$ cat src/rtl/ara_pkg.sv
// Shared request/response types for the sequencer <-> processing-element protocol.
// Also holds the hazard helpers used by every PE-side instruction queue.
package ara_pkg;

   localparam int unsigned NrVInsn = 8;

   typedef logic [$clog2(NrVInsn)-1:0] vid_t;

   typedef enum logic [2:0] {
      VFU_None,
      VFU_Alu,
      VFU_MFpu,
      VFU_SlideUnit,
      VFU_MaskUnit,
      VFU_LoadUnit,
      VFU_StoreUnit
   } vfu_e;

   // Cardinality of vfu_e; sizes per-PE acceptance masks.
   localparam int unsigned NrVFUs = 7;

   typedef struct packed {
      vid_t               id;
      vfu_e               vfu;
      logic [5:0]         op;
      logic               vm;
      logic [4:0]         vd;
      logic [4:0]         vs1;
      logic [4:0]         vs2;
      logic [15:0]        vl;
      logic [NrVInsn-1:0] hazard_vs1;
      logic [NrVInsn-1:0] hazard_vs2;
      logic [NrVInsn-1:0] hazard_vm;
      logic [NrVInsn-1:0] hazard_vd;
      logic [NrVInsn-1:0] vinsn_running;
   } pe_req_t;

   typedef struct packed {
      logic [NrVInsn-1:0] vinsn_done;
   } pe_resp_t;

   function automatic pe_req_t mask_hazards(input pe_req_t req, input logic [NrVInsn-1:0] running);
      pe_req_t m;
      m            = req;
      m.hazard_vs1 = req.hazard_vs1 & running;
      m.hazard_vs2 = req.hazard_vs2 & running;
      m.hazard_vm  = req.hazard_vm  & running;
      m.hazard_vd  = req.hazard_vd  & running;
      return m;
   endfunction

   function automatic logic hazard_free(input pe_req_t req);
      return ~|{req.hazard_vs1, req.hazard_vs2, req.hazard_vm, req.hazard_vd};
   endfunction

endpackage

$ cat src/rtl/ara_pe_vinsn_queue.sv
// PE-side instruction queue: accepts broadcast requests for this PE, issues the head once
// its hazards clear, and returns a one-cycle vinsn_done pulse when the datapath completes it.
module ara_pe_vinsn_queue
   import ara_pkg::*;
#(
   parameter int unsigned       QueueDepth    = 4,
   parameter logic [NrVFUs-1:0] AcceptVfuMask = '0,
   parameter logic              AcceptMasked  = 1'b0
) (
   input  logic     clk_i,
   input  logic     rst_ni,
   input  pe_req_t  pe_req_i,
   input  logic     pe_req_valid_i,
   output logic     pe_req_ready_o,
   output pe_resp_t pe_resp_o,
   output pe_req_t  issue_req_o,
   output logic     issue_valid_o,
   input  logic     issue_ready_i,
   input  logic     exec_done_i
);

   localparam int unsigned PtrW = $clog2(QueueDepth);
   typedef logic [PtrW-1:0] ptr_t;
   typedef logic [PtrW:0]   cnt_t;

   pe_req_t            r_buf [QueueDepth];
   ptr_t               r_wr_ptr;
   ptr_t               r_iss_ptr;
   ptr_t               r_cmt_ptr;
   cnt_t               r_cnt;
   cnt_t               r_iss_cnt;
   logic [NrVInsn-1:0] r_accepted;
   pe_resp_t           r_resp;

   pe_req_t            w_buf_next [QueueDepth];
   ptr_t               w_wr_ptr_next;
   ptr_t               w_iss_ptr_next;
   ptr_t               w_cmt_ptr_next;
   cnt_t               w_cnt_next;
   cnt_t               w_iss_cnt_next;
   logic [NrVInsn-1:0] w_accepted_next;
   pe_resp_t           w_resp_next;

   pe_req_t            w_head;
   vid_t               w_cmt_id;
   logic               w_pending;
   logic               w_full;
   logic               w_match;
   logic               w_accept;
   logic               w_issue_valid;
   logic               w_issue;
   logic               w_commit;

   always_comb begin
      w_head        = mask_hazards(r_buf[r_iss_ptr], pe_req_i.vinsn_running);
      w_pending     = (r_cnt > r_iss_cnt);
      w_full        = (r_cnt == cnt_t'(QueueDepth));
      w_match       = AcceptVfuMask[pe_req_i.vfu] || (AcceptMasked && !pe_req_i.vm);
      // accepted_q keeps a request held across several cycles from being stored twice
      w_accept      = pe_req_valid_i && w_match && !w_full && !r_accepted[pe_req_i.id];
      w_issue_valid = w_pending && hazard_free(w_head);
      w_issue       = w_issue_valid && issue_ready_i;
      w_commit      = exec_done_i && (r_iss_cnt != '0);
      w_cmt_id      = r_buf[r_cmt_ptr].id;

      for (int i = 0; i < QueueDepth; i++) begin
         w_buf_next[i] = mask_hazards(r_buf[i], pe_req_i.vinsn_running);
      end
      if (w_accept) begin
         w_buf_next[r_wr_ptr] = mask_hazards(pe_req_i, pe_req_i.vinsn_running);
      end

      w_wr_ptr_next  = w_accept ? r_wr_ptr + ptr_t'(1) : r_wr_ptr;
      w_iss_ptr_next = w_issue  ? r_iss_ptr + ptr_t'(1) : r_iss_ptr;
      w_cmt_ptr_next = w_commit ? r_cmt_ptr + ptr_t'(1) : r_cmt_ptr;

      w_cnt_next = r_cnt;
      unique case ({w_accept, w_commit})
         2'b10:   w_cnt_next = r_cnt + cnt_t'(1);
         2'b01:   w_cnt_next = r_cnt - cnt_t'(1);
         default: w_cnt_next = r_cnt;
      endcase

      w_iss_cnt_next = r_iss_cnt;
      unique case ({w_issue, w_commit})
         2'b10:   w_iss_cnt_next = r_iss_cnt + cnt_t'(1);
         2'b01:   w_iss_cnt_next = r_iss_cnt - cnt_t'(1);
         default: w_iss_cnt_next = r_iss_cnt;
      endcase

      w_accepted_next = r_accepted;
      w_resp_next     = '0;
      if (w_commit) begin
         w_accepted_next[w_cmt_id] = 1'b0;
         w_resp_next.vinsn_done[w_cmt_id] = 1'b1;
      end
      if (w_accept) begin
         w_accepted_next[pe_req_i.id] = 1'b1;
      end

      pe_req_ready_o = !w_full;
      pe_resp_o      = r_resp;
      issue_valid_o  = w_issue_valid;
      issue_req_o    = w_pending ? w_head : '0;
   end

   always_ff @(posedge clk_i or negedge rst_ni) begin
      if (!rst_ni) begin
         for (int i = 0; i < QueueDepth; i++) begin
            r_buf[i] <= '0;
         end
         r_wr_ptr   <= '0;
         r_iss_ptr  <= '0;
         r_cmt_ptr  <= '0;
         r_cnt      <= '0;
         r_iss_cnt  <= '0;
         r_accepted <= '0;
         r_resp     <= '0;
      end else begin
         r_buf      <= w_buf_next;
         r_wr_ptr   <= w_wr_ptr_next;
         r_iss_ptr  <= w_iss_ptr_next;
         r_cmt_ptr  <= w_cmt_ptr_next;
         r_cnt      <= w_cnt_next;
         r_iss_cnt  <= w_iss_cnt_next;
         r_accepted <= w_accepted_next;
         r_resp     <= w_resp_next;
      end
   end

endmodule

$ cat config.mk
export PLATFORM = sky130hd
export DESIGN_NAME = ara_pe_vinsn_queue
export DESIGN_NICKNAME = d
export VERILOG_FILES = /design/src/rtl/ara_pkg.sv /design/src/rtl/ara_pe_vinsn_queue.sv
export SDC_FILE = /design/constraint.sdc
export NUM_CORES = 1
export LEC_CHECK = 0
export BUFFER_PORTS_ARGS = -buffer_cell sky130_fd_sc_hd__buf_2
export CAP_MARGIN = 0
export CORE_MARGIN = 4
export CORE_UTILIZATION = 40
export DETAILED_ROUTE_END_ITERATION = 10
export GPL_ROUTABILITY_DRIVEN = 0
export HOLD_SLACK_MARGIN = 0.08
export SLEW_MARGIN = 20
export SYNTH_ARGS = -nofsm -noshare
export SYNTH_HDL_FRONTEND = slang
export SYNTH_SLANG_ARGS = --single-unit
$ cat constraint.sdc
create_clock -name clk_i -period 3.8 [get_ports clk_i]
set_clock_uncertainty 0.1 [all_clocks]
set_input_delay 0.76 -clock clk_i [delete_from_list [all_inputs] [get_ports clk_i]]
set_output_delay 0.76 -clock clk_i [all_outputs]
set_load 0.02 [all_outputs]
# ---- Word level (Yosys, flattened, before mapping)
# Memory sizes are Yosys's and may differ from the RTL's.
# Cells that the tools add are included.
dict set report op_classes {
  addsub 7
  order_cmp 10
  n_eq_ne 5
  muxes 23
  bitwise_logic 30
  reduce_logical 16
}
# operator n
set ops {}
lappend ops {{$mux 84} 6}
lappend ops {{$bmux 84 s2} 2}
lappend ops {{$bwmux 336} 1}
lappend ops {{$mux 292} 1}
lappend ops {{$and 8x8->8} 25}
lappend ops {{$demux 84 s2} 1}
lappend ops {{$reduce_or 32->1} 1}
lappend ops {{$mux 8} 3}
lappend ops {{$lt 3x4->1 const B} 3}
lappend ops {{$pmux 3 s2} 2}
lappend ops {{$ge 3x3->1 const B} 3}
lappend ops {{$logic_and 1x1->1} 9}
lappend ops {{$not 2->3} 3}
lappend ops {{$not 8->8} 1}
lappend ops {{$or 8x8->8} 1}
lappend ops {{$add 2x1->2 const B} 3}
lappend ops {{$add 3x1->3 const B} 2}
lappend ops {{$demux 1 s3} 2}
lappend ops {{$ge 3x1->1 const B} 2}
lappend ops {{$sub 3x1->3 const B} 2}
lappend ops {{$eq 2x1->1 const B} 2}
lappend ops {{$eq 2x2->1 const B} 2}
lappend ops {{$mux 1} 4}
lappend ops {{$reduce_bool 2->1} 2}
lappend ops {{6 further kinds} 8}
dict set report word_totals {
  register_bits 364
  rom_bits 8
  in_bits 89
  out_inout_bits 94
  elab_cells 151
  memories 1
}
# memory words width rd rd_ports_with_merged_regs write_ports line_no
set mem_list {}
lappend mem_list {{(no name shown)} 8 1 1 0 0 ara_pe_vinsn_queue.sv:58} ;# w_match = AcceptVfuMask[pe_req_i.vfu] || (AcceptMasked && !pe_req_i.vm);

# ---- Depth between registers and ports, before layout
dict set report depth {
  depth_word 13
  depth_mapped 15
  mapped_depth_nobuf 14
}

# ---- Worst setup path before layout
# No wires, ideal clock.
dict set report synth_timing {
  kind {reg2out}
  start {reg r_iss_ptr[1]}
  end {out issue_valid_o}
  arrival_ns 2.673
  required_time_ns 2.940
  path_slack_ns 0.267
  stages_incl_launch_ff 9
  n_path_buf 3
  cell_sequence {dfrtp_1 -> buf_2 -> buf_2 -> clkbuf_1 -> mux4_2 -> and2_1 -> nor3_1 -> nand4_1 -> nor4_1}
}
dict set report synth_between {
  elab_chain_len 8
  word_cells_on_any_way 11
  cone_classes {mux (3); bitwise (5); reduce/logical (3)}
}
# item line_no
set synth_rtl {}
lappend synth_rtl {{start: declaration} ara_pe_vinsn_queue.sv:28} ;# ptr_t r_iss_ptr;
lappend synth_rtl {{start signal: assignment} ara_pe_vinsn_queue.sv:122} ;# r_iss_ptr <= w_iss_ptr_next;
lappend synth_rtl {{$not 2->3 (not written as such) *} ara_pe_vinsn_queue.sv:55} ;# w_head = mask_hazards(r_buf[r_iss_ptr], pe_req_i.vinsn_running);
lappend synth_rtl {{$bmux 84 s2 *} ara_pe_vinsn_queue.sv:55}
lappend synth_rtl {{$mux 84 (not written as such) * (2 in a row)} ara_pe_vinsn_queue.sv:55}
lappend synth_rtl {{$and 8x8->8 (on tied branches)} --}
lappend synth_rtl {{$reduce_or 32->1 *} ara_pkg.sv:53} ;# return ~|{req.hazard_vs1, req.hazard_vs2, req.hazard_vm, req.hazard_vd};
lappend synth_rtl {{$logic_not 1->1 *} ara_pkg.sv:53}
lappend synth_rtl {{$logic_and 1x1->1 *} ara_pe_vinsn_queue.sv:61} ;# w_issue_valid = w_pending && hazard_free(w_head);
lappend synth_rtl {{end: declaration} ara_pe_vinsn_queue.sv:17} ;# output logic issue_valid_o,
# Mark *: on every way between the ends. The rest lies on a longest branch, timed or not. The select of a mux whose other input is x is not followed.

# ---- Final worst setup path
dict set report layout_timing {
  start {reg r_iss_ptr[0]}
  end {out issue_valid_o}
}
# Same word-level chain as after synthesis.

==> flow_metrics.py <==
metrics = {
    "job": {
        "cap_viol_max_count": 0,
    },
    "floorplan": {
        "dieHeight_microns": 133,
        "initial_core_util": 0.409,
        "placementRows": 45,
        "core-area_sq_um": 15300,
        "floorplan.die.width_microns": 133,
        "design.die.area_sq_um": 17700,
        "floorplan.io_pins": 183,
    },
    "cts": {
        "clock_latency_ns": 0.41,
        "tritoncts_clock_tree": "done",
        "clock_sink_count": 137,
        "cts.hold.buffers_added": 0,
        "ctsLongestPathBuffers": 2,
        "cts-buffers-inserted": 17,
        "htree_num_levels": 4,
        "clk_pin_slew_worst_paths_ns": 0.05,
        "clockRootBuffer": "sky130_fd_sc_hd__clkbuf_16",
    },
    "critical_path": {
        "startpoint_type": "flop",
        "timing.critical_path.fanout_max": 15,
        "worstPathArrival_ns": 2.90,
        "worstPathCellList": "buf_12 > buf_12 > mux4_2 > a22o_1 > or4_4 > nor4_2 > buf_4 > buf_4",
        "critPathRequiredTime_ns": 2.94,
        "timing.rr.end": "r_iss_cnt[1]$_DFFE_PN0P_",
        "critPathCaptureType": "output pin",
        "timing.reg2reg.worst_path_depth": 12,
        "slowest_stage": "sky130_fd_sc_hd__or4_4",
        "worst_path_largest_cell_delay_ns": 0.52,
        "ff2ff_setup_slack_ns": 0.18,
        "rr_startpoint": "r_iss_ptr[0]$_DFFE_PN0P_",
        "criticalPathCategory": "flop to output pin",
    },
    "sta": {
        "timing_worst_slew_pin_value_ns": 0.717,
        "post-route-worst-setup-slack_ns": 0.0443,
        "setup_viol_count_final": 0,
        "fmax_mhz": 266,
        "finalHoldViolations": 0,
        "max_transition_margin": 0.522,
        "timing.final.crit_share": 0.988,
        "period_needed_ns": 3.76,
        "setup_total_negative_slack_ns": 0,
        "rsz0062_at_grt": "true",
        "slew_viol_final": 0,
    },
    "grt": {
        "globalRoute.totalOverflow": 0,
        "grt_pass1_wl_mm": 20.1,
        "number_of_global_route_vias_before_repair": 3857,
        "grt_use_met3": 0.0490,
        "groute.usage.overall": 0.146,
        "global_route.peak_usage_layer": "met2",
        "use_met1": 0.195,
        "globalRouteMet2Util": 0.220,
        "antenna_violations_before_repair": 0,
        "grt_start_max_net_pins": 47,
    },
    "layout": {
        "design.final.nets": 673,
        "layout_commonest_cell": "sky130_fd_sc_hd__dfrtp_1",
        "n_fill_cell": 1360,
        "area_growth_syn_to_layout_pct": 16.6,
        "layoutNonFillerInstCount": 802,
        "mostFrequentLayoutCells": "sky130_fd_sc_hd__dfrtp_1 (135), sky130_fd_sc_hd__and2_1 (134), sky130_fd_sc_hd__conb_1 (59)",
        "antenna_diode_count": 0,
        "seq_area_sq_um": 3430,
        "multi_input_comb_area_sq_um": 2460,
        "drive_above_1_share": 0.237,
    },
    "detailed_routing": {
        "detailroute.via_count": 3687,
        "initialDrtViolationCount": 215,
        "routed_wire_length_per_instance_microns": 15.1,
        "detail_route.vias_per_cell": 4.60,
        "remaining_drc_errors": 0,
        "totalWireLength_mm": 12.1,
        "antenna_left": 0,
        "dr.pass1.iters": 5,
    },
    "power": {
        "total_leakage_power_nw": 3.76,
        "ir_drop_mv": 0.301,
        "power.density_cell_area_nw_per_um2": 618,
    },
    "worst_hold_path": {
        "min-delay-path-class": "input port to asynchronous set/reset pin",
    },
    "yosys": {
        "synth_xor_xnor_area_share": 0.00982,
        "synth_area_in_compound_gates": 0.0281,
        "ys_seq_elements": 137,
        "ys_seq_area_frac": 0.549,
        "synth-adder-area-share": 0.0144,
        "synth.distinct_cells": 41,
        "yosys-mux-area-fraction": 0.111,
        "synth-simple-area-share": 0.192,
        "yosys_warnings": 0,
        "synth.cell_area_sq_um": 6240,
        "synth_top_family_by_area": "simple AND/OR/NAND/NOR gates",
        "synthesis.instances": 511,
        "synth_area_per_cell_sq_um": 12.2,
    },
    "placement": {
        "place.detailed.hpwl_mm": 8.22,
        "place_worst_setup_slack_ns": 0.0558,
        "placed_cells": 759,
        "place.port_buffers": 46,
    },
    "outcome": {
        "outcome": "finished clean",
    },
}
## metal layers
layer  part of all wire  wire, microns
met2               0.47           5620
met3              0.054            647
met1               0.46           5580
met5                  0              0
met4              0.019            229
## power by group
part / internal, W / leakage (nW) / switching [W]
combinational: 0.000590 / 1.58 / 0.000774
sequential: 0.00151 / 1.89 / 0.0000544
clock: 0.000989 / 0.287 / 0.000576
total: 0.00309 / 3.76 / 0.00140
## state kept, by name, summed over array words and instances, names as in the netlist
register / count
r_buf: 128
r_iss_cnt: 3
r_cnt: 3
pe_resp_o: 1
r_iss_ptr: 2
## critical path, delay by kind of cell (launching register included)
| kind | cells | cell delay, ns |
|---|---|---|
| compound gates | 1 | 0.27 |
| buf+inv | 4 | 0.59 |
| flops | 1 | 0.43 |
| mux | 1 | 0.51 |
| simple gates | 2 | 0.66 |
## metrics by stage
stage                     cell area (sq um)  utilization  total power (W)  hold WS, ns
after floorplan                        6460            -          0.00245        0.348
after detailed placement               6570        0.431          0.00281        0.371
after global routing                   7280        0.477          0.00472        0.265
after global placement                 6570        0.431          0.00278        0.367
final                                  7280        0.477          0.00450        0.242
after CTS                              7250        0.475          0.00453        0.237
## cell families (layout without fill, tap and decap cells)
group / Yosys count / count (layout)
fa+ha+maj: 6 / 6
simple gates: 200 / 200
buf+inv: 96 / 118
mux: 39 / 39
xor+xnor: 7 / 7
flops: 137 / 137
other cells: 1 / 59
compound gates: 25 / 25
## worst max-delay path by stage
stage	from	cells past startpoint	slack, ns	end
floorplan	r_iss_ptr[1]$_DFFE_PN0P_	8	0.27	issue_valid_o
global placement	r_iss_ptr[0]$_DFFE_PN0P_	8	0.04	issue_valid_o
detailed placement	r_iss_ptr[0]$_DFFE_PN0P_	8	0.06	issue_valid_o
CTS	r_iss_ptr[0]$_DFFE_PN0P_	9	0.01	issue_valid_o
global route	r_iss_ptr[0]$_DFFE_PN0P_	8	-0.11	issue_valid_o
finish	r_iss_ptr[0]$_DFFE_PN0P_	8	0.04	issue_valid_o
## cells in the mapped netlist
cell                       count  area share
sky130_fd_sc_hd__o22a_1        2      0.0028
sky130_fd_sc_hd__o211a_1       1      0.0016
sky130_fd_sc_hd__xor2_1        3      0.0042
sky130_fd_sc_hd__a211oi_1      4      0.0048
sky130_fd_sc_hd__fa_1          2      0.0064
sky130_fd_sc_hd__conb_1        1     0.00060
sky130_fd_sc_hd__buf_4        59       0.071
sky130_fd_sc_hd__or3_1         1      0.0010
sky130_fd_sc_hd__ha_1          4      0.0080
sky130_fd_sc_hd__nand3_1       3      0.0024
sky130_fd_sc_hd__nor2_1       11      0.0066
sky130_fd_sc_hd__buf_6         1      0.0018
sky130_fd_sc_hd__a22o_1        1      0.0014
sky130_fd_sc_hd__a21oi_1       1     0.00080
sky130_fd_sc_hd__o21ai_0       2      0.0016
sky130_fd_sc_hd__inv_2         1     0.00060
sky130_fd_sc_hd__nor2b_1       3      0.0030
sky130_fd_sc_hd__nor3b_1       1      0.0012
sky130_fd_sc_hd__xnor2_1       4      0.0056
sky130_fd_sc_hd__and3_1       18       0.018
sky130_fd_sc_hd__nand2_1      16      0.0096
sky130_fd_sc_hd__o31ai_1       1      0.0012
sky130_fd_sc_hd__nand2b_1      5      0.0050
sky130_fd_sc_hd__nor4_1        1      0.0010
sky130_fd_sc_hd__mux4_2       24       0.087
sky130_fd_sc_hd__or4_4         1      0.0018
sky130_fd_sc_hd__buf_2         5      0.0040
sky130_fd_sc_hd__clkbuf_1     20       0.012
sky130_fd_sc_hd__o21ai_1       4      0.0032
sky130_fd_sc_hd__a22oi_1       3      0.0036
sky130_fd_sc_hd__mux2i_1      15       0.024
sky130_fd_sc_hd__a32o_1        1      0.0016
sky130_fd_sc_hd__nor4_4        1      0.0034
sky130_fd_sc_hd__a32oi_1       1      0.0014
sky130_fd_sc_hd__inv_1         8      0.0048
sky130_fd_sc_hd__buf_1         2      0.0012
sky130_fd_sc_hd__nor3_1        3      0.0024
sky130_fd_sc_hd__and2_1      134        0.13
sky130_fd_sc_hd__nand4_1       2      0.0020
sky130_fd_sc_hd__dfrtp_1     137        0.55
sky130_fd_sc_hd__o22ai_1       4      0.0040
## repair_timing
action | 4_1_cts | 5_1_grt
setup buffers | 8 | 3
resized for setup | 10 | 1
endpoints found under the setup margin | 1 | 3
pin swaps | 5 | 2
## cell type report
type / count / area share
well taps: 211 / 0.0363
multi-input cells: 336 / 0.338
inverters: 9 / 0.00464
clock inverters: 10 / 0.0138
clock buffers: 22 / 0.0638
repair buffers: 77 / 0.0722
flip-flops and latches: 137 / 0.471
No activity file was read; power rests on OpenSTA's default activity.
